===== src/rtl/seq_mult_pkg.sv =====
// Shared types and constants for the digit-serial multiplier.
// Consumed by seq_mult_param; SEQ_MULT_SIGNED_EN selects the two's-complement build there.
package seq_mult_pkg;

    typedef enum logic [1:0] {
        ST_IDLE = 2'd0,
        ST_CALC = 2'd1,
        ST_DONE = 2'd2,
        ST_ERR  = 2'd3
    } state_e;

    localparam int DIGIT_W_DEF = 4;

    // A single-step operation still needs a one-bit counter.
    function automatic int cnt_width(input int np);
        return (np <= 1) ? 1 : $clog2(np);
    endfunction

endpackage


===== src/rtl/seq_mult_param_mult_digit.sv =====
// Combinational DIGIT_W x DIGIT_W unsigned partial-product generator.
// Operands are widened first so the full double-width product is kept.
module mult_digit #(
    parameter int DIGIT_W = 4
) (
    input  logic [DIGIT_W-1:0]   a_i,
    input  logic [DIGIT_W-1:0]   b_i,
    output logic [2*DIGIT_W-1:0] p_o
);

    assign p_o = {{DIGIT_W{1'b0}}, a_i} * {{DIGIT_W{1'b0}}, b_i};

endmodule


===== src/rtl/seq_mult_param.sv =====
// Digit-serial multiplier: one DIGIT_W x DIGIT_W partial product per clock, NA*NB steps.
// Define SEQ_MULT_SIGNED_EN for two's-complement operands (sign-magnitude internally).
module seq_mult_param
    import seq_mult_pkg::*;
#(
    parameter int A_WIDTH = 8,
    parameter int B_WIDTH = 8,
    parameter int DIGIT_W = DIGIT_W_DEF
) (
    input  logic                       clk,
    input  logic                       reset_a,
    input  logic                       start,
    input  logic [A_WIDTH-1:0]         dataa,
    input  logic [B_WIDTH-1:0]         datab,
    output logic [A_WIDTH+B_WIDTH-1:0] product,
    output logic                       done,
    output logic                       busy,
    output logic                       err,
    output logic [1:0]                 state_out
);

    localparam int NA = A_WIDTH / DIGIT_W;
    localparam int NB = B_WIDTH / DIGIT_W;
    localparam int NP = NA * NB;
    localparam int PW = A_WIDTH + B_WIDTH;
    localparam int CW = cnt_width(NP);

    if ((A_WIDTH % DIGIT_W) != 0) begin : g_chk_a
        $error("A_WIDTH must be a multiple of DIGIT_W");
    end
    if ((B_WIDTH % DIGIT_W) != 0) begin : g_chk_b
        $error("B_WIDTH must be a multiple of DIGIT_W");
    end

    state_e               state_q;
    logic [A_WIDTH-1:0]   a_q;
    logic [B_WIDTH-1:0]   b_q;
    logic [PW-1:0]        acc_q;
    logic [PW-1:0]        acc_d;
    logic [PW-1:0]        product_q;
    logic [PW-1:0]        product_d;
    logic [CW-1:0]        cnt_q;
    logic                 done_q;
    logic                 busy_q;
    logic                 err_q;

    logic                 accept;
    logic [A_WIDTH-1:0]   a_in;
    logic [B_WIDTH-1:0]   b_in;
    int                   i_idx;
    int                   j_idx;
    logic [DIGIT_W-1:0]   a_dig;
    logic [DIGIT_W-1:0]   b_dig;
    logic [2*DIGIT_W-1:0] pp;
    logic [PW-1:0]        term;

    // A start in CALC is an abort, not a new request.
    assign accept = start && (state_q != ST_CALC);

`ifdef SEQ_MULT_SIGNED_EN
    logic neg_q;

    // |most-negative| = 2^(W-1) still fits in W unsigned bits, so no extra magnitude bit.
    assign a_in      = dataa[A_WIDTH-1] ? (~dataa + A_WIDTH'(1)) : dataa;
    assign b_in      = datab[B_WIDTH-1] ? (~datab + B_WIDTH'(1)) : datab;
    assign product_d = neg_q ? (~acc_d + PW'(1)) : acc_d;

    always_ff @(posedge clk) begin
        if (!reset_a && accept) begin
            neg_q <= dataa[A_WIDTH-1] ^ datab[B_WIDTH-1];
        end
    end
`else
    assign a_in      = dataa;
    assign b_in      = datab;
    assign product_d = acc_d;
`endif

    // Step k walks the multiplicand digits fastest: i = k mod NA, j = k / NA.
    assign i_idx = int'(cnt_q) % NA;
    assign j_idx = int'(cnt_q) / NA;
    assign a_dig = a_q[i_idx*DIGIT_W +: DIGIT_W];
    assign b_dig = b_q[j_idx*DIGIT_W +: DIGIT_W];

    mult_digit #(
        .DIGIT_W (DIGIT_W)
    ) u_mult_digit (
        .a_i (a_dig),
        .b_i (b_dig),
        .p_o (pp)
    );

    assign term  = PW'(pp) << (DIGIT_W * (i_idx + j_idx));
    assign acc_d = acc_q + term;

    always_ff @(posedge clk) begin
        if (!reset_a && accept) begin
            a_q <= a_in;
            b_q <= b_in;
        end
    end

    always_ff @(posedge clk) begin
        if (reset_a) begin
            state_q   <= ST_IDLE;
            product_q <= '0;
            acc_q     <= '0;
            cnt_q     <= '0;
            done_q    <= 1'b0;
            busy_q    <= 1'b0;
            err_q     <= 1'b0;
        end else begin
            done_q <= 1'b0;
            case (state_q)
                ST_CALC: begin
                    if (start) begin
                        state_q <= ST_ERR;
                        busy_q  <= 1'b0;
                        err_q   <= 1'b1;
                    end else begin
                        acc_q <= acc_d;
                        cnt_q <= cnt_q + CW'(1);
                        if (cnt_q == CW'(NP - 1)) begin
                            state_q   <= ST_DONE;
                            product_q <= product_d;
                            busy_q    <= 1'b0;
                            done_q    <= 1'b1;
                        end
                    end
                end
                default: begin
                    if (start) begin
                        state_q <= ST_CALC;
                        acc_q   <= '0;
                        cnt_q   <= '0;
                        busy_q  <= 1'b1;
                        err_q   <= 1'b0;
                    end else if (state_q == ST_DONE) begin
                        state_q <= ST_IDLE;
                    end
                end
            endcase
        end
    end

    assign product   = product_q;
    assign done      = done_q;
    assign busy      = busy_q;
    assign err       = err_q;
    assign state_out = state_q;

endmodule


===== config.mk =====
export PLATFORM = sky130hd
export DESIGN_NAME = seq_mult_param
export DESIGN_NICKNAME = d
export VERILOG_FILES = /design/src/rtl/seq_mult_pkg.sv /design/src/rtl/seq_mult_param_mult_digit.sv /design/src/rtl/seq_mult_param.sv
export SDC_FILE = /design/constraint.sdc
export NUM_CORES = 1
export LEC_CHECK = 0
export BUFFER_PORTS_ARGS = -buffer_cell sky130_fd_sc_hd__buf_4
export CAP_MARGIN = 10
export CORE_UTILIZATION = 45
export DETAILED_ROUTE_END_ITERATION = 16
export GPL_TIMING_DRIVEN = 0
export PLACE_DENSITY_LB_ADDON = 0.08
export SYNTH_ARGS = -nofsm -noshare
export SYNTH_HDL_FRONTEND = slang
export SYNTH_SLANG_ARGS = --single-unit
export TNS_END_PERCENT = 10

===== constraint.sdc =====
create_clock -name clk -period 14.75 [get_ports clk]
set_input_delay 2.95 -clock clk [delete_from_list [all_inputs] [get_ports clk]]
set_output_delay 2.95 -clock clk [all_outputs]
set_load 0.01 [all_outputs]

# Word-level counts from Yosys, hierarchy flattened

Index checks and enable logic that the tools add are counted.
W data, S select, Z words.

Register bits after elaboration: 55
Bits of input ports: 19
Output and inout port bits: 21
Word-level logic and storage cells: 53

Add/sub/neg operators: 3
Multiply operators: 1
Equal/unequal tests: 6
Shift operators: 3
Muxes and demuxes: 18
Bitwise gates (word level): 2
Reduce and logical (&&, ||, !) cells: 11

Operator list:

| cell                  | count |
|---|---|
| $mux W16              | 3 |
| $add A16 B16 Y16      | 1 |
| $mux W2               | 8 |
| $shiftx A8 B4 Y4      | 2 |
| $shl A8 B4 Y16        | 1 |
| $mul A4 B4 Y8         | 1 |
| $mux W1               | 7 |
| $reduce_and A2 Y1     | 3 |
| $eq A2 B2 Y1 const B  | 2 |
| $reduce_bool A2 Y1    | 2 |
| $ne A3 B3 Y1 const B  | 1 |
| $reduce_and A3 Y1     | 1 |
| $reduce_bool A3 Y1    | 1 |
| $reduce_or A3 Y1      | 1 |
| $add A1 B1 Y2         | 1 |
| $add A2 B1 Y2 const B | 1 |
| $eq A2 B1 Y1 const B  | 1 |
| $logic_and A1 B1 Y1   | 2 |
| $ne A2 B1 Y1 const B  | 1 |
| $ne A2 B2 Y1 const B  | 1 |
| $not A1 Y1            | 2 |
| $logic_not A1 Y1      | 1 |

# Depth between registers and ports, before layout

Word-level depth: 6
Depth in mapped cells: 22
Gate-level depth less buffers: 20

# Modules after synthesis

A second synthesis with hierarchy kept.

Cells, all modules: 382
Area, all modules: 3601.0 um^2

Modules (own cells, without submodules):

| module         | instances | cells an instance | area each (um^2) | sequential area each (um^2) |
|---|---|---|---|---|
| seq_mult_param | 1         | 331               | 3153.0           | 1261.2 |
| mult_digit     | 1         | 51                | 447.9            | 0.0 |

# Least setup slack after synthesis

Ideal clock, no wire load.

Kind: register -> register
From: register cnt_q[0]
To: register acc_q[15]
Library setup time: 0.120 ns
Data arrival time: 4.772 ns
Data required time: 14.630 ns
Setup slack: 9.858 ns
Cell stages (with the launch flop): 22
Path buffers: 1
Clock period less this slack: 4.892 ns
Path through: dfxtp_1 -> clkbuf_1 -> mux2i_1 -> or2_2 -> fa_1 -> inv_1 -> fa_1 -> inv_1 -> fa_1 -> o21ai_0 -> a21oi_1 -> xnor2_1 -> mux2i_1 -> nor2_1 -> ha_1 -> a21oi_1 -> o21ai_0 -> nand2_2 -> o21ai_2 -> a221oi_2 -> nor2_1 -> a211o_1

Longest elaborated chain between the ends: 6
Elaborated cells on any way between the ends: 7
Those cells by class: add/sub: 2; mul: 1; shift: 2; mux: 2

Ends and longest elaborated chain:

| what                     | RTL line                        | source |
|---|---|---|
| start: declaration       | seq_mult_param.sv:42            | `logic [CW-1:0] cnt_q;` |
| start signal: assignment | seq_mult_param.sv:122           | `cnt_q <= cnt_q + CW'(1);` |
| $shiftx A8 B4 Y4         | seq_mult_param.sv:82            | `assign a_dig = a_q[i_idx*DIGIT_W +: DIGIT_W];` |
| $mul A4 B4 Y8            | seq_mult_param_mult_digit.sv:11 | `assign p_o = {{DIGIT_W{1'b0}}, a_i} * {{DIGIT_W{1'b0}}, b_i};` |
| $shl A8 B4 Y16 *         | seq_mult_param.sv:93            | `assign term = PW'(pp) << (DIGIT_W * (i_idx + j_idx));` |
| $add A16 B16 Y16 *       | seq_mult_param.sv:94            | `assign acc_d = acc_q + term;` |
| $mux W16 *               | seq_mult_param.sv:116           | `if (start) begin` |
| $mux W16 *               | seq_mult_param.sv:114           | `case (state_q)` |
| end signal: assignment   | seq_mult_param.sv:107           | `acc_q <= '0;` |
| end signal: assignment   | seq_mult_param.sv:121           | `acc_q <= acc_d;` |
| end signal: assignment   | seq_mult_param.sv:134           | `acc_q <= '0;` |
| end: declaration         | seq_mult_param.sv:38            | `logic [PW-1:0] acc_q;` |

Mark *: on every way between the ends. The rest lies on a longest branch, timed or not. The select of a mux whose other input is x is not followed.
A chain may end at the register's enable or synchronous reset.

# Worst setup path after layout

From: register cnt_q[1]
To: register acc_q[15]

Longest elaborated chain between the ends: 6
Elaborated cells on any way between the ends: 7
Those cells by class: add/sub: 2; mul: 1; shift: 2; mux: 2

Ends and longest elaborated chain:

| what               | RTL line                        | source |
|---|---|---|
| $shiftx A8 B4 Y4   | seq_mult_param.sv:83            | `assign b_dig = b_q[j_idx*DIGIT_W +: DIGIT_W];` |
| $mul A4 B4 Y8      | seq_mult_param_mult_digit.sv:11 |  |
| $shl A8 B4 Y16 *   | seq_mult_param.sv:93            |  |
| $add A16 B16 Y16 * | seq_mult_param.sv:94            |  |
| $mux W16 *         | seq_mult_param.sv:116           |  |
| $mux W16 *         | seq_mult_param.sv:114           |  |

Marks and branches as above.

==> run summary <==
status: finished clean
largest net degree at the start of global routing: 18
area delta synth->final: 15.6%
clk_skew: 0.0142 ns
DR iter-0 viols: 83
clock tree root driver cell: clkbuf_8
dpl cell area: 3810 um^2
Die Span Y: 88.8 um
Net Sw Frac: 30.2%
TNS Setup: 0 ns
Worst path max stage delay: 0.56 ns
post-DR vias/cell: 5.25
HPWL Detailed: 5920 um
Setup Fix Bufs, Post-CTS: 0
share of the yosys chip area belonging to registers: 37.2%
# hold bufs at CTS: 0
WP data arrival: 5.68 ns
slowest CP cell: fa_1
adder-cell share of the synthesized area: 14.0%
Final setup viols: 0
Clock Path Buffers: 2
main combinational cell family by area after synthesis: simple AND/OR/NAND/NOR gates
CP required: 14.96 ns
synth top area cells: dfxtp_1 (23%), edfxtp_1 (14%), ha_1 (11%), nor2_1 (6.3%), a21oi_1 (5.0%)
first-pass GRT wire length: 12000 um
Initial Util: 46.7%
achievable frequency: 0.183 GHz
Comb pwr share: 25.2%
count leader, synth: nor2_1
# rows: 31
Netlist cell types: 49
Net Count, Synth: 435
Final Hold Viols: 0
hold crit path type: register to register
Cell Int Power: 245 uW
final net count: 481
Remaining DRCs: 0
Ports: 40
Hold Path Origin: product[0]
DIE AREA: 7890 um^2
Synth async-reset ratio: 0%
routability cong.: 0.898
Slew @ Worst Pin: 0.795 ns
H-tree levels: 2
Synth Instances: 381
mux cell area share after synthesis: 4.50%
Tcrit/Tclk final: 37.1%
Wirelength per Cell: 14.2 um
final instance area: 3920 um^2
initial antenna violation count: 0
Mapped Area: 3390 um^2
post-layout util: 54.0%
WP buf/inv: 3
synth warn: 0
hold depth: 2
Synth Area in XOR/XNOR: 3.36%
Synth Area in Simple Gates: 20.5%
Routed Antenna Nets: 0
Num CTS Buffers: 5
Die X: 88.8 um
reg2reg start: cnt_q[1]
sw power: 106 uW
EDFF count, synth: 16
internal reg-to-reg setup slack: 9.28 ns
clock transition at the registers of the reported paths: 0.10 ns
FF+latch count, synth: 55
Critical Path Sink Type: register
Slew Limit Fails: 0
PostCTS Resize Cnt: 0
vias in the first global route: 2463
critical path cell sequence: clkbuf_1 > mux2i_1 > or2_2 > fa_1 > inv_1 > fa_1 > inv_1 > fa_1 > o21ai_0 > a21oi_1 > xnor2_1 > mux2i_1 > nor2_1 > ha_1 > a21oi_1 > o21ai_0 > nand2_2 > o21ai_2 > a221oi_2 > nor2_1 > a211o_1
clock group share of total power: 28.8%
Max-cap violations: 0
Placeable Area: 7250 um^2
post-synth top area share: 23.0%
PortBufs: 39
CTS Sinks: 55
Hold Path End: product[0]
Flop pwr share: 46.0%
R2R Path End: acc_q[15]
Total GRT Usage: 19.9%
RSZ-0062 raised after global routing: no
Tmin final: 5.47 ns
Setup CP Type: register to register
Register-to-Register Path Depth: 21
predominant post-synthesis flop cell: dfxtp_1
peak supply drop: 0.0000373 V
Most common cell on crit path: fa_1
Synth Area in Compound Gates: 16.3%
largest area contributor in the netlist: dfxtp_1
Worst Setup Start Kind: register
Crit path max-delay family: adder cells
Mean Syn Cell Area: 8.90 um^2
Total Power: 351 uW
CTS tree: built
crit path max fanout: 5
1st-pass router iterations: 4
Worst-Skew Late Latency: 0.31 ns
Slew HR: 46.8%
layout cells sized above 1: 15.7%
power density cells: 89.5 nW/um^2
Ant. Diodes: 0
synth cell count leaders: nor2_1 (57), dfxtp_1 (39), a21oi_1 (34)
Routed Wire Length: 7500 um
P_leak: 1.60 nW
total congestion overflow: 0
vias post-DR: 2766
## tightest hold or removal path, stage by stage (launching register included)
cell,delay (ns)
dfxtp_1,0.32
nand2_1,0.05
a21oi_1,0.05
## worst max-delay path by stage
stage          cells past startpoint         to      from  slack, ns
2_1_floorplan                     21  acc_q[15]  cnt_q[0]       9.86
3_5_place_dp                      21  acc_q[15]  cnt_q[0]       9.34
4_1_cts                           21  acc_q[15]  cnt_q[1]       9.31
5_1_grt                           21  acc_q[15]  cnt_q[1]       8.83
6_report                          21  acc_q[15]  cnt_q[1]       9.28
3_3_place_gp                      21  acc_q[15]  cnt_q[0]       9.38
## flip-flops by register name, summed over array words and instances (netlist names)
register / count
a_q: 8
done: 1
b_q: 8
product: 16
acc_q: 16
state_out: 2
busy: 1
err: 1
cnt_q: 2
## cell type report
type / count / area, um^2
Timing Repair Buffer: 39 / 293
Multi-Input combinational cell: 289 / 1990
Fill cell: 703 / 3330
Sequential cell: 55 / 1260
Clock buffer: 6 / 72.6
Inverter: 19 / 71.3
Buffer: 18 / 67.6
Tap cell: 99 / 124
Clock inverter: 2 / 36.3
## power by group through the flow
| stage | Clock [mW] | Combinational (mW) | Sequential (mW) |
|---|---|---|---|
| 2_1_floorplan | 0 | 0.0629 | 0.165 |
| 3_3_place_gp | 0 | 0.0861 | 0.165 |
| 3_5_place_dp | 0 | 0.0873 | 0.165 |
| 4_1_cts | 0.104 | 0.0877 | 0.161 |
| 5_1_grt | 0.111 | 0.0979 | 0.162 |
| 6_report | 0.101 | 0.0883 | 0.161 |
## cell families (layout without fill, tap and decap cells)
logic type,Yosys count,in the layout
compound gates,81,81
xor+xnor,13,13
fa+ha+maj,35,35
buf+inv,37,84
flops,55,55
mux,15,15
simple gates,145,145
## cell usage in the layout (no fill, tap or decap), types with 2 or more instances in the layout
master and count:
buf_4 39, nor3b_1 5, clkbuf_8 5, nor2_1 57
xnor2_1 10, a211o_1 4, o22ai_1 4, nor2b_1 13
ha_1 30, fa_1 5, or3b_2 2, clkbuf_1 17
nand3_1 7, and3_1 3, o21a_1 2, inv_1 19
o311ai_1 2, o21ai_2 2, mux2i_1 13, nor3_1 7
nand2b_1 5, edfxtp_1 16, o21ai_0 9, mux2_2 2
nor4b_1 4, xor2_1 3, a211oi_1 7, a21o_1 3
a21boi_0 2, a21oi_1 34, dfxtp_1 39, buf_1 2
nand2_1 32, or2_2 4
## metrics by stage
stage	hold WS, ns	std cells	worst slack, ns
after floorplan	0.451	381	9.86
after global placement	0.443	519	9.38
after detailed placement	0.448	519	9.34
after CTS	0.462	527	9.31
after global routing	0.484	527	8.83
final	0.459	527	9.28
## per-layer routing
layer	share of wire [%]	vias to the layer above	global-route usage, %
met4	0.73	0	3.52
met2	43	50	30.7
met3	4.5	5	2.99
met5	0	-	0
li1	-	1421	-
met1	52	1290	29.6
Note: power is estimated with default switching activity, not from simulation.
